File: src/rtl/a2mem_pkg.sv
// Shared definitions for the Apple II memory/video soft-switch controller:
// soft-switch addresses, the captured bus cycle type and switch bit indices.
package a2mem_pkg;

    // C000-C00F: write-only //e switches (even clears, odd sets)
    localparam logic [15:0] SW_STORE80_OFF   = 16'hC000, SW_STORE80_ON   = 16'hC001;
    localparam logic [15:0] SW_RAMRD_OFF     = 16'hC002, SW_RAMRD_ON     = 16'hC003;
    localparam logic [15:0] SW_RAMWRT_OFF    = 16'hC004, SW_RAMWRT_ON    = 16'hC005;
    localparam logic [15:0] SW_INTCXROM_OFF  = 16'hC006, SW_INTCXROM_ON  = 16'hC007;
    localparam logic [15:0] SW_ALTZP_OFF     = 16'hC008, SW_ALTZP_ON     = 16'hC009;
    localparam logic [15:0] SW_SLOTC3ROM_OFF = 16'hC00A, SW_SLOTC3ROM_ON = 16'hC00B;
    localparam logic [15:0] SW_80COL_OFF     = 16'hC00C, SW_80COL_ON     = 16'hC00D;
    localparam logic [15:0] SW_ALTCHAR_OFF   = 16'hC00E, SW_ALTCHAR_ON   = 16'hC00F;

    // C050-C05F: read/write video and annunciator switches
    localparam logic [15:0] SW_TEXT_OFF  = 16'hC050, SW_TEXT_ON  = 16'hC051;
    localparam logic [15:0] SW_MIXED_OFF = 16'hC052, SW_MIXED_ON = 16'hC053;
    localparam logic [15:0] SW_PAGE2_OFF = 16'hC054, SW_PAGE2_ON = 16'hC055;
    localparam logic [15:0] SW_HIRES_OFF = 16'hC056, SW_HIRES_ON = 16'hC057;
    localparam logic [15:0] SW_AN0_OFF   = 16'hC058, SW_AN0_ON   = 16'hC059;
    localparam logic [15:0] SW_AN1_OFF   = 16'hC05A, SW_AN1_ON   = 16'hC05B;
    localparam logic [15:0] SW_AN2_OFF   = 16'hC05C, SW_AN2_ON   = 16'hC05D;
    localparam logic [15:0] SW_AN3_OFF   = 16'hC05E, SW_AN3_ON   = 16'hC05F;

    // IIgs video registers
    localparam logic [15:0] IIGS_MONOCOLOR = 16'hC021;
    localparam logic [15:0] IIGS_TEXTCOLOR = 16'hC022;
    localparam logic [15:0] IIGS_NEWVIDEO  = 16'hC029;
    localparam logic [15:0] IIGS_BORDER    = 16'hC034;

    localparam logic [15:0] CFFF_INTC8_RESET = 16'hCFFF;

    typedef struct packed {
        logic [15:0] addr;
        logic [7:0]  data;
        logic        rw_n;
    } bus_cycle_t;

    // Bits 0-7 hold the C000 group, bits 8-15 the C050 group
    typedef enum logic [3:0] {
        IDX_STORE80   = 4'd0,
        IDX_RAMRD     = 4'd1,
        IDX_RAMWRT    = 4'd2,
        IDX_INTCXROM  = 4'd3,
        IDX_ALTZP     = 4'd4,
        IDX_SLOTC3ROM = 4'd5,
        IDX_COL80     = 4'd6,
        IDX_ALTCHAR   = 4'd7,
        IDX_TEXT      = 4'd8,
        IDX_MIXED     = 4'd9,
        IDX_PAGE2     = 4'd10,
        IDX_HIRES     = 4'd11,
        IDX_AN0       = 4'd12,
        IDX_AN1       = 4'd13,
        IDX_AN2       = 4'd14,
        IDX_AN3       = 4'd15
    } sw_idx_e;

    // addr[6] separates C00x from C05x; addr[3:1] picks the switch pair
    function automatic sw_idx_e sw_index(input logic bank, input logic [2:0] sel);
        return sw_idx_e'({bank, sel});
    endfunction

endpackage

File: src/rtl/a2mem_if.sv
// Soft-switch state bus: one master (a2mem_switch_ctrl), any number of
// video / memory-mapping / slot consumers on the slave modport.
interface a2mem_if;
    logic       store80, ramrd, ramwrt, intcxrom, altzp, slotc3rom, col80, altchar;
    logic       text_mode, mixed_mode, page2, hires_mode, an0, an1, an2, an3;
    logic       intc8rom;
    logic [2:0] slotrom;
    logic [3:0] text_color, background_color, border_color;
    logic       monochrome_mode, monochrome_dhires_mode, shrg_mode, linearize_mode;
    logic       aux_mem;
    logic [7:0] keycode;
    logic       keypress_strobe, key_armed;

    modport master (
        output store80, ramrd, ramwrt, intcxrom, altzp, slotc3rom, col80, altchar,
        output text_mode, mixed_mode, page2, hires_mode, an0, an1, an2, an3,
        output intc8rom, slotrom, text_color, background_color, border_color,
        output monochrome_mode, monochrome_dhires_mode, shrg_mode, linearize_mode,
        output aux_mem, keycode, keypress_strobe, key_armed
    );

    modport slave (
        input store80, ramrd, ramwrt, intcxrom, altzp, slotc3rom, col80, altchar,
        input text_mode, mixed_mode, page2, hires_mode, an0, an1, an2, an3,
        input intc8rom, slotrom, text_color, background_color, border_color,
        input monochrome_mode, monochrome_dhires_mode, shrg_mode, linearize_mode,
        input aux_mem, keycode, keypress_strobe, key_armed
    );
endinterface

File: src/rtl/a2mem_key_latch.sv
// Keyboard latch: captures the key code on an armed C00x read with bit 7 set,
// pulses keypress_strobe for one clock, and re-arms on the strobe-clear access.
module a2mem_key_latch (
    input  logic       clk_logic,
    input  logic       system_reset,
    input  logic       key_read,
    input  logic       key_rearm,
    input  logic [7:0] key_data,
    output logic [7:0] keycode,
    output logic       keypress_strobe,
    output logic       key_armed
);

    always_ff @(posedge clk_logic) begin
        if (system_reset) begin
            keycode         <= '0;
            keypress_strobe <= 1'b0;
            key_armed       <= 1'b1;
        end else begin
            keypress_strobe <= 1'b0;
            if (key_read && key_armed) begin
                keycode         <= key_data;
                keypress_strobe <= 1'b1;
                key_armed       <= 1'b0;
            end
            if (key_rearm)
                key_armed <= 1'b1;
        end
    end

endmodule

File: src/rtl/a2mem_switch_ctrl.sv
// Snoops captured Apple II bus cycles and drives all soft-switch state on a2mem_if.
// Optional IIgs video registers are built when IIGS_SWITCHES_EN is defined.
module a2mem_switch_ctrl
    import a2mem_pkg::*;
#(
    parameter bit         ENABLE_AUX     = 1'b1,
    parameter logic [7:0] KEY_REARM_ADDR = 8'h10
) (
    input  logic        clk_logic,
    input  logic        system_reset,
    input  logic        bus_strobe,
    input  logic [15:0] bus_addr,
    input  logic [7:0]  bus_data,
    input  logic        bus_rw_n,
    input  logic        bus_enable,
    a2mem_if.master     a2mem
);

    bus_cycle_t  cyc;
    logic        cyc_valid;
    logic [15:0] sw_q, sw_next;
    logic        intc8_q, intc8_next;
    logic [2:0]  slot_q, slot_next;
    logic        aux_q, aux_next, aux_target;
    logic        in_c00x, in_c05x, in_slot, is_cfff, iigs_shadow;
    logic        key_read, key_rearm;

    // S0: capture
    always_ff @(posedge clk_logic) begin
        if (system_reset) begin
            cyc_valid <= 1'b0;
            cyc       <= '0;
        end else begin
            cyc_valid <= bus_strobe && bus_enable;
            if (bus_strobe && bus_enable)
                cyc <= '{addr: bus_addr, data: bus_data, rw_n: bus_rw_n};
        end
    end

    assign in_c00x   = cyc.addr[15:4] == 12'hC00;
    assign in_c05x   = cyc.addr[15:4] == 12'hC05;
    assign in_slot   = (cyc.addr[15:11] == 5'b11000) && (cyc.addr[10:8] != 3'd0);
    assign is_cfff   = cyc.addr == CFFF_INTC8_RESET;
    assign key_read  = cyc_valid && cyc.rw_n && in_c00x && cyc.data[7];
    assign key_rearm = cyc_valid && (cyc.addr == {8'hC0, KEY_REARM_ADDR});

    // Aux targeting is judged against the switches as they stood before this access
    always_comb begin
        aux_target = cyc.rw_n ? sw_q[IDX_RAMRD] : sw_q[IDX_RAMWRT];
        if (cyc.addr < 16'h0200 || cyc.addr >= 16'hD000)
            aux_target = sw_q[IDX_ALTZP];
        else if (cyc.addr >= 16'hC000)
            aux_target = 1'b0;
        else if (iigs_shadow)
            aux_target = 1'b1;
        else if (sw_q[IDX_STORE80] && cyc.addr[15:10] == 6'b000001)
            aux_target = sw_q[IDX_PAGE2];
        else if (sw_q[IDX_STORE80] && sw_q[IDX_HIRES] && cyc.addr[15:13] == 3'b001)
            aux_target = sw_q[IDX_PAGE2];
    end

    // S1: decode and update
    always_comb begin
        sw_next    = sw_q;
        intc8_next = intc8_q;
        slot_next  = slot_q;
        aux_next   = aux_q;
        if (cyc_valid) begin
            if (in_c00x && !cyc.rw_n && ENABLE_AUX)
                sw_next[sw_index(cyc.addr[6], cyc.addr[3:1])] = cyc.addr[0];
            if (in_c05x)
                sw_next[sw_index(cyc.addr[6], cyc.addr[3:1])] = cyc.addr[0];
            if (in_slot) begin
                slot_next = cyc.addr[10:8];
                if (cyc.addr[10:8] == 3'd3 && !sw_q[IDX_SLOTC3ROM] && ENABLE_AUX)
                    intc8_next = 1'b1;
            end
            if (is_cfff) begin
                intc8_next = 1'b0;
                slot_next  = 3'd0;
            end
            aux_next = ENABLE_AUX ? aux_target : 1'b0;
        end
    end

    always_ff @(posedge clk_logic) begin
        if (system_reset) begin
            sw_q    <= 16'h0100;
            intc8_q <= 1'b0;
            slot_q  <= 3'd0;
            aux_q   <= 1'b0;
        end else begin
            sw_q    <= sw_next;
            intc8_q <= intc8_next;
            slot_q  <= slot_next;
            aux_q   <= aux_next;
        end
    end

`ifdef IIGS_SWITCHES_EN
    logic [3:0] text_color_q, bg_color_q, border_color_q;
    logic       mono_q, mono_dhires_q, shrg_q, linearize_q;

    assign iigs_shadow = shrg_q && !cyc.rw_n && cyc.addr >= 16'h2000 && cyc.addr < 16'hA000;

    always_ff @(posedge clk_logic) begin
        if (system_reset) begin
            text_color_q   <= 4'hF;
            bg_color_q     <= 4'h6;
            border_color_q <= 4'h6;
            mono_q         <= 1'b0;
            mono_dhires_q  <= 1'b0;
            shrg_q         <= 1'b0;
            linearize_q    <= 1'b0;
        end else if (cyc_valid && !cyc.rw_n) begin
            if (cyc.addr == IIGS_TEXTCOLOR) begin
                text_color_q <= cyc.data[7:4];
                bg_color_q   <= cyc.data[3:0];
            end
            if (cyc.addr == IIGS_BORDER)
                border_color_q <= cyc.data[3:0];
            if (cyc.addr == IIGS_NEWVIDEO) begin
                shrg_q        <= cyc.data[7];
                linearize_q   <= cyc.data[6];
                mono_dhires_q <= cyc.data[5];
            end
            if (cyc.addr == IIGS_MONOCOLOR)
                mono_q <= cyc.data[7];
        end
    end

    assign a2mem.text_color             = text_color_q;
    assign a2mem.background_color       = bg_color_q;
    assign a2mem.border_color           = border_color_q;
    assign a2mem.monochrome_mode        = mono_q;
    assign a2mem.monochrome_dhires_mode = mono_dhires_q;
    assign a2mem.shrg_mode              = shrg_q;
    assign a2mem.linearize_mode         = linearize_q;
`else
    assign iigs_shadow                  = 1'b0;
    assign a2mem.text_color             = 4'hF;
    assign a2mem.background_color       = 4'h6;
    assign a2mem.border_color           = 4'h6;
    assign a2mem.monochrome_mode        = 1'b0;
    assign a2mem.monochrome_dhires_mode = 1'b0;
    assign a2mem.shrg_mode              = 1'b0;
    assign a2mem.linearize_mode         = 1'b0;
`endif

    a2mem_key_latch u_key_latch (
        .clk_logic       (clk_logic),
        .system_reset    (system_reset),
        .key_read        (key_read),
        .key_rearm       (key_rearm),
        .key_data        (cyc.data),
        .keycode         (a2mem.keycode),
        .keypress_strobe (a2mem.keypress_strobe),
        .key_armed       (a2mem.key_armed)
    );

    assign a2mem.store80    = sw_q[IDX_STORE80];
    assign a2mem.ramrd      = sw_q[IDX_RAMRD];
    assign a2mem.ramwrt     = sw_q[IDX_RAMWRT];
    assign a2mem.intcxrom   = sw_q[IDX_INTCXROM];
    assign a2mem.altzp      = sw_q[IDX_ALTZP];
    assign a2mem.slotc3rom  = sw_q[IDX_SLOTC3ROM];
    assign a2mem.col80      = sw_q[IDX_COL80];
    assign a2mem.altchar    = sw_q[IDX_ALTCHAR];
    assign a2mem.text_mode  = sw_q[IDX_TEXT];
    assign a2mem.mixed_mode = sw_q[IDX_MIXED];
    assign a2mem.page2      = sw_q[IDX_PAGE2];
    assign a2mem.hires_mode = sw_q[IDX_HIRES];
    assign a2mem.an0        = sw_q[IDX_AN0];
    assign a2mem.an1        = sw_q[IDX_AN1];
    assign a2mem.an2        = sw_q[IDX_AN2];
    assign a2mem.an3        = sw_q[IDX_AN3];
    assign a2mem.intc8rom   = intc8_q;
    assign a2mem.slotrom    = slot_q;
    assign a2mem.aux_mem    = aux_q;

endmodule

File: src/flat_wrapper.sv
// flat-port wrapper written by rule: the top's interface ports become plain ports
module a2mem_switch_ctrl_flat import a2mem_pkg::*;
#(
    parameter bit         ENABLE_AUX     = 1'b1,
    parameter logic [7:0] KEY_REARM_ADDR = 8'h10
)
  (clk_logic, system_reset, bus_strobe, bus_addr, bus_data, bus_rw_n, bus_enable, a2mem_store80, a2mem_ramrd, a2mem_ramwrt, a2mem_intcxrom, a2mem_altzp, a2mem_slotc3rom, a2mem_col80, a2mem_altchar, a2mem_text_mode, a2mem_mixed_mode, a2mem_page2, a2mem_hires_mode, a2mem_an0, a2mem_an1, a2mem_an2, a2mem_an3, a2mem_intc8rom, a2mem_slotrom, a2mem_text_color, a2mem_background_color, a2mem_border_color, a2mem_monochrome_mode, a2mem_monochrome_dhires_mode, a2mem_shrg_mode, a2mem_linearize_mode, a2mem_aux_mem, a2mem_keycode, a2mem_keypress_strobe, a2mem_key_armed);
  a2mem_if a2mem_i ();
  input  logic clk_logic;
  input  logic system_reset;
  input  logic bus_strobe;
  input  logic [15:0] bus_addr;
  input  logic [7:0] bus_data;
  input  logic bus_rw_n;
  input  logic bus_enable;
  output wire logic [$bits(a2mem_i.store80)-1:0] a2mem_store80;
  output wire logic [$bits(a2mem_i.ramrd)-1:0] a2mem_ramrd;
  output wire logic [$bits(a2mem_i.ramwrt)-1:0] a2mem_ramwrt;
  output wire logic [$bits(a2mem_i.intcxrom)-1:0] a2mem_intcxrom;
  output wire logic [$bits(a2mem_i.altzp)-1:0] a2mem_altzp;
  output wire logic [$bits(a2mem_i.slotc3rom)-1:0] a2mem_slotc3rom;
  output wire logic [$bits(a2mem_i.col80)-1:0] a2mem_col80;
  output wire logic [$bits(a2mem_i.altchar)-1:0] a2mem_altchar;
  output wire logic [$bits(a2mem_i.text_mode)-1:0] a2mem_text_mode;
  output wire logic [$bits(a2mem_i.mixed_mode)-1:0] a2mem_mixed_mode;
  output wire logic [$bits(a2mem_i.page2)-1:0] a2mem_page2;
  output wire logic [$bits(a2mem_i.hires_mode)-1:0] a2mem_hires_mode;
  output wire logic [$bits(a2mem_i.an0)-1:0] a2mem_an0;
  output wire logic [$bits(a2mem_i.an1)-1:0] a2mem_an1;
  output wire logic [$bits(a2mem_i.an2)-1:0] a2mem_an2;
  output wire logic [$bits(a2mem_i.an3)-1:0] a2mem_an3;
  output wire logic [$bits(a2mem_i.intc8rom)-1:0] a2mem_intc8rom;
  output wire logic [$bits(a2mem_i.slotrom)-1:0] a2mem_slotrom;
  output wire logic [$bits(a2mem_i.text_color)-1:0] a2mem_text_color;
  output wire logic [$bits(a2mem_i.background_color)-1:0] a2mem_background_color;
  output wire logic [$bits(a2mem_i.border_color)-1:0] a2mem_border_color;
  output wire logic [$bits(a2mem_i.monochrome_mode)-1:0] a2mem_monochrome_mode;
  output wire logic [$bits(a2mem_i.monochrome_dhires_mode)-1:0] a2mem_monochrome_dhires_mode;
  output wire logic [$bits(a2mem_i.shrg_mode)-1:0] a2mem_shrg_mode;
  output wire logic [$bits(a2mem_i.linearize_mode)-1:0] a2mem_linearize_mode;
  output wire logic [$bits(a2mem_i.aux_mem)-1:0] a2mem_aux_mem;
  output wire logic [$bits(a2mem_i.keycode)-1:0] a2mem_keycode;
  output wire logic [$bits(a2mem_i.keypress_strobe)-1:0] a2mem_keypress_strobe;
  output wire logic [$bits(a2mem_i.key_armed)-1:0] a2mem_key_armed;
  assign a2mem_store80 = a2mem_i.store80;
  assign a2mem_ramrd = a2mem_i.ramrd;
  assign a2mem_ramwrt = a2mem_i.ramwrt;
  assign a2mem_intcxrom = a2mem_i.intcxrom;
  assign a2mem_altzp = a2mem_i.altzp;
  assign a2mem_slotc3rom = a2mem_i.slotc3rom;
  assign a2mem_col80 = a2mem_i.col80;
  assign a2mem_altchar = a2mem_i.altchar;
  assign a2mem_text_mode = a2mem_i.text_mode;
  assign a2mem_mixed_mode = a2mem_i.mixed_mode;
  assign a2mem_page2 = a2mem_i.page2;
  assign a2mem_hires_mode = a2mem_i.hires_mode;
  assign a2mem_an0 = a2mem_i.an0;
  assign a2mem_an1 = a2mem_i.an1;
  assign a2mem_an2 = a2mem_i.an2;
  assign a2mem_an3 = a2mem_i.an3;
  assign a2mem_intc8rom = a2mem_i.intc8rom;
  assign a2mem_slotrom = a2mem_i.slotrom;
  assign a2mem_text_color = a2mem_i.text_color;
  assign a2mem_background_color = a2mem_i.background_color;
  assign a2mem_border_color = a2mem_i.border_color;
  assign a2mem_monochrome_mode = a2mem_i.monochrome_mode;
  assign a2mem_monochrome_dhires_mode = a2mem_i.monochrome_dhires_mode;
  assign a2mem_shrg_mode = a2mem_i.shrg_mode;
  assign a2mem_linearize_mode = a2mem_i.linearize_mode;
  assign a2mem_aux_mem = a2mem_i.aux_mem;
  assign a2mem_keycode = a2mem_i.keycode;
  assign a2mem_keypress_strobe = a2mem_i.keypress_strobe;
  assign a2mem_key_armed = a2mem_i.key_armed;
  a2mem_switch_ctrl #(.ENABLE_AUX(ENABLE_AUX), .KEY_REARM_ADDR(KEY_REARM_ADDR)) u_core (.clk_logic(clk_logic), .system_reset(system_reset), .bus_strobe(bus_strobe), .bus_addr(bus_addr), .bus_data(bus_data), .bus_rw_n(bus_rw_n), .bus_enable(bus_enable), .a2mem(a2mem_i));
endmodule
File: config.mk
export PLATFORM = sky130hd
export DESIGN_NAME = a2mem_switch_ctrl_flat
export DESIGN_NICKNAME = d
export VERILOG_FILES = /design/src/rtl/a2mem_pkg.sv /design/src/rtl/a2mem_if.sv /design/src/rtl/a2mem_key_latch.sv /design/src/rtl/a2mem_switch_ctrl.sv /design/src/flat_wrapper.sv
export SDC_FILE = /design/constraint.sdc
export NUM_CORES = 1
export LEC_CHECK = 0
export ABC_AREA = 1
export BUFFER_PORTS_ARGS = -buffer_cell sky130_fd_sc_hd__buf_2
export CAP_MARGIN = 30
export CORE_AREA = 2 2 64 111
export CTS_BUF_LIST = sky130_fd_sc_hd__clkbuf_4 sky130_fd_sc_hd__clkbuf_8
export DETAILED_ROUTE_END_ITERATION = 10
export DIE_AREA = 0 0 66 113
export PLACE_DENSITY_LB_ADDON = 0.1
export SLEW_MARGIN = 10
export SYNTH_ARGS = -nofsm -noshare
export SYNTH_HDL_FRONTEND = slang
export SYNTH_SLANG_ARGS = --single-unit
File: constraint.sdc
create_clock -name clk_logic -period 2 [get_ports clk_logic]
set_input_delay 0.3 -clock clk_logic [delete_from_list [all_inputs] [get_ports clk_logic]]
set_output_delay 0.3 -clock clk_logic [all_outputs]
set_load 0.02 [all_outputs]
After elaboration in Yosys (flattened, before gate mapping). Index checks and enable logic that the tools add are counted.

Register bits: 57. Bits of input ports: 29. Output and inout port bits: 47. Logic and storage cells: 64.

Muxes and demuxes: 18. Equality and inequality tests: 8. Reductions and logical operators: 22. Order comparisons: 5.

Operators with widths (count): 16-bit 2-to-1 mux (3); 16-bit bitwise mux (2); 16-bit equality test, second input constant (2); 16-bit >= comparator, second input constant (2); 12-bit equality test, second input constant (2); 16-bit by 10-bit less-than comparator with 1-bit output, second input constant (1); 1-bit logical AND (13); 1-bit 2-to-1 mux (10); 6-bit by 1-bit equality test with 1-bit output, second input constant (1); 3-bit 2-to-1 mux (2); 5-bit equality test, second input constant (1); 4-bit by 5-bit less-than comparator with 1-bit output, second input constant (1); 1-bit demux with 4-bit select (1); 4-bit by 1-bit >= comparator with 1-bit output, second input constant (1); 2-bit nonzero test (2); 3-bit by 1-bit equality test with 1-bit output, second input constant (1); 3-bit by 2-bit equality test with 1-bit output, second input constant (1); 3-bit AND reduction (1); 3-bit nonzero test (1); 1-bit logical NOT (2); 2-bit AND reduction (1); 2-bit OR reduction (1); 1-bit logical OR (1).

Logic depth before layout (Yosys ltp). Gate-level depths: netlist of the first run.

Depth in word-level cells: 9. Depth in mapped cells: 10. Depth with buffers taken out: 10.

Cells and area by module. Synthesis of the first run repeated with hierarchy kept, for this count alone.

Cell total of the unflattened synthesis: 409. Area total of the unflattened synthesis: 2822.7 um^2.

Modules (own cells, without submodules): a2mem_switch_ctrl (times used 1, cells an instance 352, seq. area each 940.9 um^2, area an instance 2431.1 um^2); a2mem_key_latch (times used 1, cells an instance 57, seq. area each 200.2 um^2, area an instance 391.6 um^2).

Worst setup path after synthesis of the first run. Ideal clock, no wire load.

Kind: register to register. Start point: register u_core.cyc[19] in the netlist's numbering. End point: register u_core.sw_q[0]. Slack: 751 ps. Stages on the path, launching flop included: 8. Data required time: 1886 ps. Buffers on the path: 1. Clock period less this slack: 1249 ps. Data arrival time: 1135 ps. Path through: dfxtp_1 nor2_2 nand2_2 nor2_8 buf_6 nand4_1 o21bai_1 nor2_1.

Cells in the longest elaborated chain, start to end: 6. Elaborated cells on any way between the ends: 7. Those cells by class: eq/ne: 2; mux: 4; reduce/logical: 1.

Ends and longest elaborated chain: from (decl) (RTL line a2mem_switch_ctrl.sv:19) `bus_cycle_t cyc;`; from (signal assigned) (RTL line a2mem_switch_ctrl.sv:36) `cyc <= '{addr: bus_addr, data: bus_data, rw_n: bus_rw_n};`; 12-bit equality test (RTL line a2mem_switch_ctrl.sv:40) `assign in_c00x = cyc.addr[15:4] == 12'hC00;`; 1-bit logical AND (RTL line a2mem_switch_ctrl.sv:69) `if (in_c00x && !cyc.rw_n && ENABLE_AUX)`; 16-bit 2-to-1 mux (RTL line a2mem_switch_ctrl.sv:69); 16-bit 2-to-1 mux (RTL line a2mem_switch_ctrl.sv:68) `if (cyc_valid) begin`; 16-bit bitwise mux (RTL line a2mem_switch_ctrl.sv:72) `sw_next[sw_index(cyc.addr[6], cyc.addr[3:1])] = cyc.addr[0];`; 16-bit 2-to-1 mux (*) (RTL line a2mem_switch_ctrl.sv:71) `if (in_c05x)`; to (signal assigned) (RTL line a2mem_switch_ctrl.sv:93) `sw_q <= sw_next;`; to (decl) (RTL line a2mem_switch_ctrl.sv:21) `logic [15:0] sw_q, sw_next;`.

Mark *: on every way between the ends. The rest lies on a longest branch, timed or not. The select of a mux whose other input is x is not followed. A chain may end at the register's enable or synchronous reset.

Worst setup path after layout of the first run.
Start point: register u_core.cyc[15] in the netlist's numbering. End point: register u_core.sw_q[15].

Cells in the longest elaborated chain, start to end: 9. Elaborated cells on any way between the ends: 13. Those cells by class: order compare: 2; eq/ne: 2; mux: 7; reduce/logical: 2.

Ends and longest elaborated chain: 4-bit by 5-bit less-than comparator with 1-bit output (implied by the code) / 4-bit by 1-bit >= comparator with 1-bit output (equally long branches) (RTL line a2mem_switch_ctrl.sv:70, a2mem_switch_ctrl.sv:72); 1-bit logical AND (implied by the code) (RTL line a2mem_switch_ctrl.sv:70, a2mem_switch_ctrl.sv:72); 1-bit 2-to-1 mux (implied by the code) (RTL line a2mem_switch_ctrl.sv:70, a2mem_switch_ctrl.sv:72); 1-bit demux with 4-bit select; 16-bit bitwise mux (RTL line a2mem_switch_ctrl.sv:70) `sw_next[sw_index(cyc.addr[6], cyc.addr[3:1])] = cyc.addr[0];`; 16-bit 2-to-1 mux (RTL line a2mem_switch_ctrl.sv:69); 16-bit 2-to-1 mux (RTL line a2mem_switch_ctrl.sv:68); 16-bit bitwise mux (RTL line a2mem_switch_ctrl.sv:72); 16-bit 2-to-1 mux (*) (RTL line a2mem_switch_ctrl.sv:71).

Marks and branches as above.

==> results of run 1 <==
logic make-up after synthesis:
logic type	count (synthesis)	share of synthesized area
compound gates	66	0.129
buf+inv	95	0.154
flops	57	0.401
other cells	2	0.00264
simple gates	195	0.314
metrics by stage:
| step | util | std cells | setup slack [ns] |
|---|---|---|---|
| after floorplan | - | 429 | 0.751 |
| after global placement | 0.481 | 545 | 0.528 |
| after detailed placement | 0.481 | 545 | 0.498 |
| after CTS | 0.508 | 558 | 0.494 |
| after global routing | 0.508 | 558 | 0.296 |
| final | 0.508 | 558 | 0.495 |
flip-flops by register name (all words and copies together), names as in the netlist:
| register | flops |
|---|---|
| u_core.cyc | 25 |
| u_core.sw_q | 16 |
| u_core.u_key_latch.keycode | 8 |
| u_core.a2mem.slotrom | 3 |
| u_core.a2mem.aux_mem | 1 |
| u_core.a2mem.intc8rom | 1 |
| u_core.cyc_valid | 1 |
| u_core.u_key_latch.key_armed | 1 |
| u_core.u_key_latch.keypress_strobe | 1 |
routing by layer:
layer	routed length [um]	share of wire
met1	2640	0.41
met2	3330	0.51
met3	329	0.051
met4	190	0.029
met5	0	0
cells in the final DEF, fill, tap and decap left out:
master    Yosys  final
inv_2         5      5
nand3_1      20     20
nand2_1      61     61
inv_1        58     58
clkbuf_4      0      1
a21oi_1      20     20
clkbuf_8      0     12
conb_1        2     16
nor3_4        1      1
nor2_2        6      6
o21ai_1       1      1
nor3_2        1      1
buf_2         2     59
nor3_1        6      6
nand4_1      15     15
clkinv_1      1      1
dfxtp_1      57     57
nor2_8        1      1
o21bai_1     15     15
nor2_1       77     77
buf_4        17      6
nand2_2       3      3
o21ai_0      30     30
nand4_2       4      4
where the power goes:
group          internal, mW  switching (mW)  leakage (nW)
Sequential             1.17          0.0406         0.464
Combinational        0.0856           0.175          1.08
Clock                 0.544           0.426        0.0909
critical path, cell delays in order, from the launching register on:
cell and delay (ns):
dfxtp_1 0.47, inv_2 0.10, nor2_2 0.09, nand2_1 0.07, nand2_2 0.22, nand2_1 0.10
inv_1 0.10, nand2_1 0.08, o21bai_1 0.13, nor2_1 0.05
worst min-delay path by stage:
stage	startpoint	endpoint	slack [ns]	depth (start not counted)
floorplan	u_core.cyc[21]	u_core.cyc[21]	0.46	2
global placement	u_core.a2mem.intc8rom	u_core.a2mem.intc8rom	0.44	2
detailed placement	u_core.a2mem.intc8rom	u_core.a2mem.intc8rom	0.44	2
CTS	bus_data[6]	u_core.cyc[7]	0.19	3
global route	bus_data[0]	u_core.cyc[1]	0.23	3
finish	bus_data[6]	u_core.cyc[7]	0.21	3
layout make-up:
cell class,instances,area [um2]
inverters,64,240
fillers,721,3220
flip-flops and latches,57,1140
clock buffers,13,173
well taps,82,103
multi-input cells,277,1320
repair buffers,65,340
==> metrics.yaml, run 1 <==
floorplanning:
  rows: 39
  core_area_mm2: 0.00654
  die_y_um: 113
  start_util: 0.436
  die_w_um: 66
  die_area_mm2: 0.00746
  io_pins: 76
critical_path:
  cp_max_fo: 14
  reg2reg_slack_ns: 0.50
  startpoint_type: "flip-flop"
  r2r_start: "u_core.cyc[15]"
  arrival_ns: 1.75
  r2r_end: "u_core.sw_q[15]"
  crit_type: "reg -> reg"
  crit_path_end: "u_core.sw_q[15]"
  reg2reg_depth: 9
  cp-end-kind: "flip-flop"
  startpoint: "u_core.cyc[15]"
  worst-endpoint-required_ns: 2.25
clock_tree:
  cts_hold_buf: 0
  clk_latency_ns: 0.35
  cts_buffer_depth: 2
  cts.sinks: 57
  htree_levels: 3
  cts_made_buffers: 9
  tritoncts: "built"
  postCtsSetupBuffers: 0
  cts-resized-gates: 0
  clkTransAtPathRegs_ns: 0.06
  cts_root_buffer: "clkbuf_8"
routing:
  drt_iter0_drc: 131
  drt-pass1-iter-count: 6
  vias: 2669
  route.detailed.drc: 0
  wl_per_cell_um: 11.6
  via_per_inst: 4.78
  routed_wl_mm: 6.49
  ant_nets: 0
timing:
  setup_viol: 0
  clock.fmax_mhz: 665
  finalHoldViolCount: 0
  fin_crit_sh: 0.752
  rsz0062_at_grt: "no"
  period_needed_ns: 1.50
  slew_viol_final: 0
  finalClockSkew_ns: 0.00761
  holdWs_ns: 0.206
  tns_ns: 0
placement:
  hpwl_mm: 5.03
  port_buffers: 59
  dpl-instance-area_mm2: 0.00315
  gp_congestion: 0.867
cells_and_area:
  drive_gt1_frac: 0.208
  n_antenna_cell: 0
  syn2layout_area_growth_pct: 16.5
  stdcell_area_mm2: 0.00332
  layout.nets: 503
pwr:
  power_mw: 2.44
  vdd_drop_max_v: 0.000479
  pwr_density_cell_mw_per_mm2: 736
  p_leak_nw: 1.63
global_routing:
  grt_max_degree: 30
  grt_usage: 0.196
  overflow: 0
  grt_pass1_vias: 2508
  grtUsageMet1: 0.215
  antenna_found_initial: 0
  grt_use_met3: 0.0577
  globalRoute.busiestLayer: "met2"
  grt_pass1_wl_mm: 11.1
  grt_util_met2: 0.335
synth:
  syn_area_per_cell_um2: 6.87
  ys_ff_latch: 57
  yosysMostFrequentCell: "nor2_1"
  yosys-top-cells-count: "nor2_1, nand2_1, inv_1"
  synth-edff-count: 0
  synth_top_cell_area_share: 0.401
  synthArstFlopShare: 0
  yosysSeqAreaShare: 0.401
  yosysWarnings: 0
  yosys.area.top_type: "dfxtp_1"
  synth_cell_types: 25
  yosys-top-cells-area: "dfxtp_1, nor2_1, nand2_1"
  ys.flop_type: "dfxtp_1"
  syn_inst: 415
  syn-cell-area_mm2: 0.00285
min_path:
  min_path_type: "in -> reg"
run_status:
  outcome: "complete, no violations"
flow_run:
  maxCapViolations: 0
Note: power is estimated with default switching activity, not from simulation.
==> inputs of run 2 (changes only) <==
Clock period 2 ns to 1.5 ns, I/O delays scaled along.
==> metrics.yaml, run 2 (synthesized netlist as in run 1, its figures left out) <==
clock_tree:
  tritoncts: "built"
  cts_hold_buf: 0
  cts_buffer_depth: 2
  htree_levels: 3
  clkTransAtPathRegs_ns: 0.06
  cts.sinks: 57
  cts_root_buffer: "clkbuf_8"
  clk_latency_ns: 0.34
  cts_made_buffers: 9
cells_and_area:
  finalNonFillerCells: 572
  top_register: "u_core.cyc"
  layout_commonest_cell: "nor2_1"
  nFillCells: 701
  layout.nets: 516
  largest_register_ffs: 25
  n_antenna_cell: 0
  drive_gt1_frac: 0.235
  final_cell_mix: "nor2_1, nand2_1, buf_2"
  regArea_mm2: 0.00114
  reg_top3: "u_core.cyc: 25 flops, u_core.sw_q: 16 flops, u_core.u_key_latch.keycode: 8 flops"
  syn2layout_area_growth_pct: 22.0
  multiInputGateArea_mm2: 0.00137
global_routing:
  grt_usage: 0.191
  overflow: 0
  grt_use_met3: 0.0417
  grt_pass1_wl_mm: 11.0
  grt_util_met2: 0.324
  grtUsageMet1: 0.220
  grt_pass1_vias: 2455
  grt_max_degree: 38
  globalRoute.busiestLayer: "met2"
  antenna_found_initial: 0
pwr:
  vdd_drop_max_v: 0.000590
  clock_power_share: 0.386
  p_comb_frac: 0.127
  p_leak_nw: 1.71
  power.internal_mw: 2.45
  p_switching_uw: 864
  switching_share: 0.261
  pwr_density_cell_mw_per_mm2: 953
  seqPwrFrac: 0.487
timing:
  finalClockSkew_ns: 0.00583
  setup_slack_ns: 0.0883
  slew_viol_final: 0
  finalHoldViolCount: 0
  fin_crit_sh: 0.941
  holdWs_ns: 0.139
  period_needed_ns: 1.41
  rsz0062_at_grt: "yes"
  setup_viol: 0
  tns_ns: 0
  clock.fmax_mhz: 708
placement:
  gp_congestion: 0.855
  port_buffers: 59
  placed_cells: 551
  hpwl_mm: 5.05
  dp_slack_ns: 0.0116
floorplanning:
  io_pins: 76
  die_area_mm2: 0.00746
  core_area_mm2: 0.00654
  die_w_um: 66
  start_util: 0.436
  die_y_um: 113
  rows: 39
routing:
  routed_wl_mm: 6.66
  route.detailed.drc: 0
  ant_nets: 0
  vias: 2716
  drt-pass1-iter-count: 4
  drt_iter0_drc: 101
  wl_per_cell_um: 11.6
  via_per_inst: 4.75
critical_path:
  r2r_start: "u_core.cyc_valid"
  cp-end-kind: "flip-flop"
  cp_max_fo: 10
  arrival_ns: 1.65
  crit_type: "reg -> reg"
  startpoint: "u_core.cyc_valid"
  worst-endpoint-required_ns: 1.73
  startpoint_type: "flip-flop"
run_status:
  outcome: "complete, no violations"
flow_run:
  maxCapViolations: 0
min_path:
  min_path_type: "in -> reg"
  worstHoldStart: "bus_data[0]"
==> run 2: cell type report <==
type                    count  area share
clock buffers              14      0.0501
inverters                  64      0.0691
multi-input cells         278       0.395
flip-flops and latches     57       0.329
well taps                  82      0.0295
repair buffers             77       0.127
==> run 2: power groups by stage <==
stage               clock network (mW)  logic, mW  registers, mW
finish                            1.28      0.421           1.61
global placement                     0      0.370           1.64
floorplan                            0      0.299           1.63
detailed placement                   0      0.373           1.64
global route                      1.40      0.476           1.62
CTS                               1.32      0.374           1.61
==> run 2: worst paths after layout <==
| check | to | slack, ns | depth (start not counted) |
|---|---|---|---|
| max reg2reg | u_core.sw_q[9] | 0.09 | 5 |
| min reg2reg | u_core.a2mem.intc8rom | 0.44 | 2 |
| min | u_core.cyc[1] | 0.14 | 3 |
| max | u_core.sw_q[9] | 0.09 | 5 |
==> run 2: worst max-delay path, cell delays in order, from the launching register on <==
cell and delay (ns):
dfxtp_1 0.34, inv_2 0.11, nor3_1 0.38, nand4_1 0.24, o21bai_1 0.18, nor2_1 0.05
==> run 2: metrics by stage <==
stage                     cell area (um2)  power [mW]   util
after floorplan                      2900        1.93      -
after global placement               3200        2.01  0.490
after detailed placement             3200        2.01  0.490
after CTS                            3380        3.30  0.517
after global routing                 3470        3.49  0.531
final                                3470        3.31  0.531
==> run 2: routing by layer <==
| metal | part of all wire | wire [um] |
|---|---|---|
| met4 | 0.018 | 119 |
| met5 | 0 | 0 |
| met2 | 0.52 | 3470 |
| met1 | 0.41 | 2750 |
| met3 | 0.048 | 322 |
==> run 2: timing repair <==
action / 4_1_cts / 5_1_grt
endpoints found under the setup margin: 0 / 23
setup buffers: 0 / 6
resized for setup: 0 / 8
